===== src/rtl/phasediff_pkg.sv =====
// Shared constants and FSM state type for the phasediff scheduler slice.
package phasediff_pkg;

  localparam int PD_W     = 19;
  localparam int PD_FRAC  = 10;
  localparam int PD_NCH   = 4;
  localparam int PD_IDX_W = $clog2(PD_NCH);

  typedef enum logic [1:0] {
    IDLE  = 2'd0,
    ISSUE = 2'd1,
    DRAIN = 2'd2,
    DONE  = 2'd3
  } pd_state_e;

endpackage


===== src/rtl/pd_tag_pipe.sv =====
// DEPTH-deep shift register of {valid, idx} tags that tracks results in flight
// through the shared phasediff unit; synchronous active-low clear.
module pd_tag_pipe
  import phasediff_pkg::*;
#(
  parameter int DEPTH = 1,
  parameter int IW    = PD_IDX_W
) (
  input  logic          clock,
  input  logic          clr_b,
  input  logic          push_valid,
  input  logic [IW-1:0] push_idx,
  output logic          out_valid,
  output logic [IW-1:0] out_idx,
  output logic          pending
);

  logic [DEPTH-1:0]         valid_q, valid_d;
  logic [DEPTH-1:0][IW-1:0] idx_q, idx_d;

  always_comb begin
    valid_d    = valid_q;
    idx_d      = idx_q;
    valid_d[0] = push_valid;
    idx_d[0]   = push_idx;
    for (int i = 1; i < DEPTH; i++) begin
      valid_d[i] = valid_q[i-1];
      idx_d[i]   = idx_q[i-1];
    end
    // Tags not yet at the output stage; the output stage is consumed this cycle.
    pending = 1'b0;
    for (int i = 0; i < DEPTH - 1; i++) begin
      pending = pending | valid_q[i];
    end
  end

  always_ff @(posedge clock) begin
    if (!clr_b) begin
      valid_q <= '0;
      idx_q   <= '0;
    end else begin
      valid_q <= valid_d;
      idx_q   <= idx_d;
    end
  end

  assign out_valid = valid_q[DEPTH-1];
  assign out_idx   = idx_q[DEPTH-1];

endmodule


===== src/rtl/phasediff_sched.sv =====
// Time-multiplexes one shared phasediff unit across NCH phase channels.
// Optional PHASEDIFF_SCHED_OVRCNT_EN adds a saturating dropped-start counter (ovr_cnt).
//
// state | meaning
// IDLE  | waiting for start, snapshot taken on accept
// ISSUE | one (channel, ref) pair per cycle to the shared unit
// DRAIN | waiting for the last results to return
// DONE  | diff_out freshly loaded, diff_valid pulse
module phasediff_sched
  import phasediff_pkg::*;
#(
  parameter int  W          = PD_W,
  parameter int  NCH        = PD_NCH,
  parameter int  PD_LATENCY = 1,
  localparam int IW         = (NCH > 1) ? $clog2(NCH) : 1
) (
  input  logic             clock,
  input  logic             reset,
  input  logic             start,
  input  logic [NCH*W-1:0] phase_in,
  input  logic [IW-1:0]    ref_sel,
  output logic             busy,
  output logic             pd_sample,
  output logic [W-1:0]     pd_A,
  output logic [W-1:0]     pd_B,
  input  logic [W-1:0]     pd_out,
  output logic [NCH*W-1:0] diff_out,
  output logic             diff_valid,
  output logic             overrun
`ifdef PHASEDIFF_SCHED_OVRCNT_EN
  ,
  output logic [7:0]       ovr_cnt
`endif
);

  pd_state_e             state_q, state_d;
  logic [NCH-1:0][W-1:0] snap_q, snap_d;
  logic [NCH-1:0][W-1:0] work_q, work_d;
  logic [NCH-1:0][W-1:0] diff_q, diff_d;
  logic [IW-1:0]         ref_q, ref_d;
  logic [IW:0]           ch_q, ch_d;
  logic                  overrun_q, overrun_d;

  logic [IW:0]           ch_nxt;
  logic                  ch_last;
  logic [IW-1:0]         ref_lat;
  logic [IW:0]           ch_first;

  logic                  push_valid;
  logic [IW-1:0]         push_idx;
  logic                  tag_out_valid;
  logic [IW-1:0]         tag_out_idx;
  logic                  tag_pending;

  pd_tag_pipe #(
    .DEPTH (PD_LATENCY),
    .IW    (IW)
  ) u_tag_pipe (
    .clock      (clock),
    .clr_b      (reset),
    .push_valid (push_valid),
    .push_idx   (push_idx),
    .out_valid  (tag_out_valid),
    .out_idx    (tag_out_idx),
    .pending    (tag_pending)
  );

  always_comb begin
    ref_lat  = (32'(ref_sel) >= NCH) ? '0 : ref_sel;
    ch_first = (ref_lat == '0) ? (IW+1)'(1) : '0;

    ch_nxt = ch_q + (IW+1)'(1);
    if (ch_nxt == {1'b0, ref_q}) begin
      ch_nxt = ch_nxt + (IW+1)'(1);
    end
    ch_last = (ch_nxt >= (IW+1)'(NCH));
  end

  always_comb begin
    state_d    = state_q;
    snap_d     = snap_q;
    work_d     = work_q;
    diff_d     = diff_q;
    ref_d      = ref_q;
    ch_d       = ch_q;
    overrun_d  = start && (state_q != IDLE);
    pd_sample  = 1'b0;
    pd_A       = '0;
    pd_B       = '0;
    push_valid = 1'b0;
    push_idx   = ch_q[IW-1:0];
    diff_valid = 1'b0;

    if (tag_out_valid) begin
      work_d[tag_out_idx] = pd_out;
    end

    case (state_q)
      IDLE: begin
        if (start) begin
          snap_d  = phase_in;
          ref_d   = ref_lat;
          ch_d    = ch_first;
          state_d = ISSUE;
        end
      end
      ISSUE: begin
        pd_sample  = 1'b1;
        pd_A       = snap_q[ch_q[IW-1:0]];
        pd_B       = snap_q[ref_q];
        push_valid = 1'b1;
        ch_d       = ch_nxt;
        if (ch_last) begin
          state_d = DRAIN;
        end
      end
      DRAIN: begin
        // Load diff_out on the way into DONE so it changes with the valid pulse;
        // work_d already holds any result landing this cycle.
        if (!tag_pending) begin
          diff_d        = work_d;
          diff_d[ref_q] = '0;
          state_d       = DONE;
        end
      end
      DONE: begin
        diff_valid = 1'b1;
        state_d    = IDLE;
      end
      default: begin
        state_d = IDLE;
      end
    endcase
  end

  always_ff @(posedge clock) begin
    if (!reset) begin
      state_q   <= IDLE;
      snap_q    <= '0;
      work_q    <= '0;
      diff_q    <= '0;
      ref_q     <= '0;
      ch_q      <= '0;
      overrun_q <= 1'b0;
    end else begin
      state_q   <= state_d;
      snap_q    <= snap_d;
      work_q    <= work_d;
      diff_q    <= diff_d;
      ref_q     <= ref_d;
      ch_q      <= ch_d;
      overrun_q <= overrun_d;
    end
  end

  assign busy     = (state_q != IDLE);
  assign diff_out = diff_q;
  assign overrun  = overrun_q;

`ifdef PHASEDIFF_SCHED_OVRCNT_EN
  logic [7:0] ovr_cnt_q, ovr_cnt_d;

  always_comb begin
    ovr_cnt_d = ovr_cnt_q;
    if (overrun_d && (ovr_cnt_q != 8'hFF)) begin
      ovr_cnt_d = ovr_cnt_q + 8'd1;
    end
  end

  always_ff @(posedge clock) begin
    if (!reset) begin
      ovr_cnt_q <= '0;
    end else begin
      ovr_cnt_q <= ovr_cnt_d;
    end
  end

  assign ovr_cnt = ovr_cnt_q;
`endif

endmodule


===== config.mk =====
export PLATFORM = sky130hd
export DESIGN_NAME = phasediff_sched
export DESIGN_NICKNAME = d
export VERILOG_FILES = /design/src/rtl/phasediff_pkg.sv /design/src/rtl/pd_tag_pipe.sv /design/src/rtl/phasediff_sched.sv
export SDC_FILE = /design/constraint.sdc
export NUM_CORES = 1
export LEC_CHECK = 0
export CELL_PAD_IN_SITES_DETAIL_PLACEMENT = 1
export CELL_PAD_IN_SITES_GLOBAL_PLACEMENT = 2
export CORE_MARGIN = 5
export CORE_UTILIZATION = 30
export DETAILED_ROUTE_END_ITERATION = 7
export PLACE_DENSITY = 0.82
export SLEW_MARGIN = 20
export SYNTH_ARGS = -nofsm -noshare
export SYNTH_HDL_FRONTEND = slang
export SYNTH_SLANG_ARGS = --single-unit

===== constraint.sdc =====
create_clock -name clock -period 2.3 [get_ports clock]
set_input_delay 0.46 -clock clock [delete_from_list [all_inputs] [get_ports clock]]
set_output_delay 0.46 -clock clock [all_outputs]
set_load 0.03 [all_outputs]

==> results of run 1 <==
-- power by group through the flow --
stage          logic [mW]  registers [mW]  clock network (mW)
2_1_floorplan        2.13            4.74                   0
3_3_place_gp         3.12            4.81                   0
3_5_place_dp         3.18            4.83                   0
4_1_cts              3.45            4.76                4.20
5_1_grt              3.72            4.81                4.36
6_report             3.42            4.76                4.09
-- flip-flops by register name, indices dropped and copies added, names as in the netlist --
| name | cells |
|---|---|
| work_q | 76 |
| snap_q | 76 |
| ref_q | 2 |
| u_tag_pipe.out_valid | 1 |
| diff_out | 76 |
| overrun | 1 |
| ch_q | 3 |
| state_q | 2 |
| u_tag_pipe.out_idx | 2 |
-- placed cells by master, fill, tap and decap left out, types with 6 or more instances in the layout --
master	netlist	layout
buf_4	9	14
a22o_1	77	77
clkinv_2	0	6
inv_1	7	6
clkbuf_8	0	6
dfxtp_1	239	237
clkdlybuf4s50_1	0	176
mux4_2	38	38
nand2_1	313	312
and2_4	0	38
a21oi_2	9	9
clkbuf_16	0	26
ha_1	7	7
a21oi_1	146	146
buf_6	4	38
buf_12	0	12
-- path summary, 6_finish.rpt --
path / start / endpoint
setup / recovery: ch_q[0] / pd_A[1]
hold / removal: work_q[58] / work_q[58]
setup reg to reg: ch_q[0] / ch_q[1]
hold reg to reg: work_q[58] / work_q[58]
-- kinds of logic (layout without fill, tap and decap cells) --
| family | Yosys count | in the layout | share of synthesized area |
|---|---|---|---|
| compound gates | 243 | 243 | 0.167 |
| mux | 41 | 41 | 0.0943 |
| flops | 239 | 239 | 0.509 |
| simple gates | 374 | 374 | 0.168 |
| fa+ha+maj | 7 | 7 | 0.00932 |
| xor+xnor | 4 | 4 | 0.00373 |
| other cells | 0 | 4 | 0 |
| buf+inv | 87 | 296 | 0.0479 |
-- stage by stage --
stage	TNS (ps)	total power [mW]	setup slack (ps)
after floorplan	0	6.88	256
after global placement	0	7.93	178
after detailed placement	0	8.01	185
after CTS	-3060	12.4	-109
after global routing	-4130	12.9	-142
final	-2110	12.3	-91.2
-- critical path, cell delays in order, from the launching register on --
cell and delay (ps):
dfxtp_4 410, buf_12 160, mux4_2 510, and2_4 180
buf_6 130
-- cell type report --
class,instances,area [um2],share of cell area
sequential,239,4790,0.368
antenna,4,10.0,0.000768
tap,396,495,0.0380
clock inverter,10,92.6,0.00711
clock buffer,36,748,0.0574
multi-input combinational,669,4280,0.329
timing repair buffer,243,2580,0.198
inverter,7,28.8,0.00221
-- per-layer routing --
metal  part of all wire  GRT usage  wire length [um]
met1               0.44      0.212             13200
met2               0.48      0.279             14500
met3              0.064     0.0482              1920
met4              0.018     0.0427               553
met5            0.00036          0                11
-- timing repair --
item / in CTS / in global routing
buffers inserted: 3 / 0
gates resized for setup: 85 / 5
endpoints found under the hold margin: 0 / 0
endpoints found under the setup margin: 40 / 41
gates cloned: 1 / 0
==> results.md, run 1 <==
* Via density at 4.89
* Sequential share of the synthesized area at 0.509
* Placed Area at 11,800 um2
* Avg Synthesized Cell Area at 9.44 um2
* Initial core utilization at 0.306
* Syn Nets at 1,102
* Clock-pin transition on the worst setup and hold timing paths at 60 ps
* Flop pwr share at 0.388
* WHS Path Cells at 2
* Fin cells at 1,604
* FF-to-FF path depth at 9
* Top post-synthesis cells by area: dfxtp_1, nand2_1, mux4_2
* Hold buffer count at CTS at 0
* GRT Overall Usage at 0.167
* Post-Route WL at 30.2 mm
* # rows at 64
* Mapped cell area at 9400 um2
* Max cap viols at 0
* CTS Sinks at 239
* Final worst path period share at 1.04
* DRC at 0
* Max VDD drop at 547 uV
* Initial antenna violation count at 4
* Arrival @ worst endpoint at 1930 ps
* Dominant synthesized flop cell: dfxtp_1
* Psw at 3.92 mW
* Worst-Margin Slew at 998 ps
* Post-synth ARST share at 0
* EDFF count, synth at 0
* CP Launch Type: flip-flop
* Share of layout cells above drive strength 1 at 0.174
* Switching Fraction at 0.319
* Seq cells post-synth at 239
* Worst reg2reg setup slack at 110 ps
* Routed Antenna Nets at 0
* Die Height at 187 um
* First-pass GRT wire length at 47.8 mm
* Post-synth top area cell: dfxtp_1
* Syn Inst Count at 995
* Area Overhead vs Synth at 38.6%
* Synth top area share at 0.509
* Slew Viols, Final at 0
* Grt ovf at 0
* Final Util at 0.424
* Clock network power share at 0.333
* Hold Path Class: flip-flop to flip-flop
* Slew HR at 0.331
* Cell with the most instances after synthesis: nand2_1
* Crit path max fanout at 7
* DP Wirelength at 21.0 mm
* Leakage at 4.72 nW
* Ports at 218
* Hold slack at 460 ps
* DP Cell Count at 1,550
* Pre-Repair DR Iteration Count at 5
* Status: finished, violations left
* Vias at 7,849
* Failing checks: setup timing
* Fmax at 418 MHz
* Die Footprint at 35,000 um2
* Endpoint type of the worst setup path: output port
* Final hold violation count at 0
* CTS HTree Levels at 1
* Synth cell types at 42
* Wire per inst at 18.8 um
* FILL cells at 3,514
* Vias in the first global route at 8,435
* Setup skew after layout at 11.3 ps
* TritonCTS buffer count at 26
* Gate power share at 0.279
* Setup CP Type: flip-flop to output port
* Internal at 8.35 mW
* Largest net degree at the start of global routing at 79
* Setup Viol. Count Final at 38
* Worst Path Required at 1840 ps
* Chip width at 187 um
* # nets final at 1,293
* Post-synth top cells: nand2_1, dfxtp_1, a21oi_1
* Routability cong. at 0.779
* Clock Latency Late Sink at 540 ps
* Core area at 30,700 um2
* Tmin final at 2390 ps
* Yosys warning count at 0
* Unrepaired setup endpoints after global routing: true
* Bufs on Longest Clock Path at 3
* Pwr per Cell Area at 942 nW/um2
* CTS root buf: clkbuf_16
* CTS tree: built
* Setup WS post-layout at -91.2 ps
* Input/output buffers at 217
* Initial drt markers at 346
* Final instance area at 13,000 um2
No activity file was read; power rests on OpenSTA's default activity.
==> run 2: changes to the inputs <==
--- a/config.mk
+++ b/config.mk
@@ -12,4 +12,6 @@
 export DETAILED_ROUTE_END_ITERATION = 7
 export PLACE_DENSITY = 0.82
+export RECOVER_POWER = 50
+export SETUP_SLACK_MARGIN = 0.1
 export SLEW_MARGIN = 20
 export SYNTH_ARGS = -nofsm -noshare
==> constraint.sdc (replaced) <==
create_clock -name clock -period 2.3 [get_ports clock]
set_input_delay 0.23 -clock clock [delete_from_list [all_inputs] [get_ports clock]]
set_output_delay 0.23 -clock clock [all_outputs]
set_load 0.03 [all_outputs]
==> run 2 against run 1 <==
Effect of this change:
- the flow now finishes without violations
- sequential share of layout area grew 0.49 points
- largest cell class unchanged
- global-route usage increased by 0.29 points
- clock-buffer cell count is 5 higher
- clock power about the same
- first-iteration DRC count down 1.7%
- via count up 0.83%
- final cell count about the same
- total power about the same
- flip-flop and latch count stayed put
- combinational power is 1% lower
- worst hold slack worse by 220 ps
==> results.md, run 2 (same netlist as run 1, synthesis figures left out) <==
* Area Overhead vs Synth at 36.8%
* Bufs on Longest Clock Path at 3
* Routing usage on met2 at 0.287
* Pwr per Cell Area at 955 nW/um2
* Worst-Margin Slew at 1270 ps
* Crit path max fanout at 6
* First-pass GRT wire length at 48.3 mm
* Arrival @ worst endpoint at 1990 ps
* Most frequent cells in the layout: nand2_1, dfxtp_1, clkdlybuf4s50_1, a21oi_1, a22o_1
* Max VDD drop at 624 uV
* Initial drt markers at 340
* Vias at 7,914
* Die Footprint at 35,000 um2
* CTS HTree Levels at 1
* Post-Route WL at 30.8 mm
* Input/output buffers at 217
* CTS root buf: clkbuf_16
* Final worst path period share at 0.966
* Hold slack at 239 ps
* Clock Latency Late Sink at 540 ps
* Unrepaired setup endpoints after global routing: true
* Routability cong. at 0.766
* Initial core utilization at 0.306
* GRT Overall Usage at 0.169
* # nets final at 1,296
* GRT Max-Usage Layer: met2
* Slew Viols, Final at 0
* Commonest non-fill, non-tap cell in the layout: nand2_1
* Setup skew after layout at 15.8 ps
* CP Launch Type: flip-flop
* Share of layout cells above drive strength 1 at 0.147
* Pre-Repair DR Iteration Count at 4
* CTS tree: built
* Met1 usage at 0.218
* Leakage at 4.73 nW
* Worst Path Required at 2070 ps
* Final hold violation count at 0
* Met3 GRT Util at 0.0403
* CTS Sinks at 239
* Max cap viols at 0
* Wire per inst at 19.2 um
* Initial antenna violation count at 1
* Routed Antenna Nets at 0
* Largest net degree at the start of global routing at 66
* Core area at 30,700 um2
* Chip width at 187 um
* TritonCTS buffer count at 27
* Setup CP Type: flip-flop to output port
* Clock-pin transition on the worst setup and hold timing paths at 60 ps
* Die Height at 187 um
* Fmax at 450 MHz
* Tmin final at 2220 ps
* FILL cells at 3,495
* Status: finished, final reports clean
* Via density at 4.93
* Ports at 218
* Grt ovf at 0
* Endpoint type of the worst setup path: output port
* Setup TNS at 0 ps
* Setup Viol. Count Final at 0
* # rows at 64
* Slew HR at 0.152
* Vias in the first global route at 8,511
* Hold Path Class: input pin to flip-flop
* DRC at 0
* DP Wirelength at 21.4 mm
-- run 2: per-layer routing --
| layer | routed length (um) | share of wire |
|---|---|---|
| met2 | 14900 | 0.48 |
| met5 | 0 | 0 |
| met1 | 13500 | 0.44 |
| met3 | 1820 | 0.059 |
| met4 | 625 | 0.020 |
-- run 2: worst paths after layout --
path / depth (start not counted) / to / slack (ps) / from
min: 3 / snap_q[65] / 240 / phase_in[65]
min reg2reg: 2 / work_q[55] / 460 / work_q[55]
max: 4 / pd_A[1] / 80 / ch_q[0]
max reg2reg: 4 / diff_out[65] / 400 / state_q[0]
-- run 2: power breakdown --
part | internal, mW | total, mW | switching [mW]
combinational | 1.45 | 3.37 | 1.92
clock | 2.43 | 4.12 | 1.69
sequential | 4.50 | 4.78 | 0.280
-- run 2: repair_timing --
item | 4_1_cts | 5_1_grt
hold buffers | 0 | 0
pin swaps | 3 | 8
buffers inserted | 4 | 1
setup endpoints to repair | 36 | 37
cloned | 2 | 0
gates resized for setup | 30 | 23
-- run 2: area by class of cell --
cell class,instances,area [um2],share of cell area
clock buffers,41,778,0.0605
flip-flops and latches,239,4790,0.373
repair buffers,245,2510,0.195
multi-input cells,669,4190,0.326
diodes,1,2.50,0.000195
well taps,396,495,0.0385
inverters,7,27.5,0.00214
clock inverters,7,63.8,0.00496
-- run 2: worst max-delay path, cell delays in order, from the launching register on --
cell	delay [ps]
dfxtp_4	400
buf_4	180
mux4_2	490
and2_1	210
buf_4	180
-- run 2: metrics by stage --
step	instances	cell area (um2)	setup slack, ps	total power [mW]	util
2_1_floorplan	995	9400	359	6.88	-
3_3_place_gp	1549	11800	389	7.90	0.383
3_5_place_dp	1549	11800	343	7.97	0.383
4_1_cts	1603	12800	52.9	12.3	0.417
5_1_grt	1605	12900	27.7	12.9	0.418
6_report	1605	12900	79.0	12.3	0.418
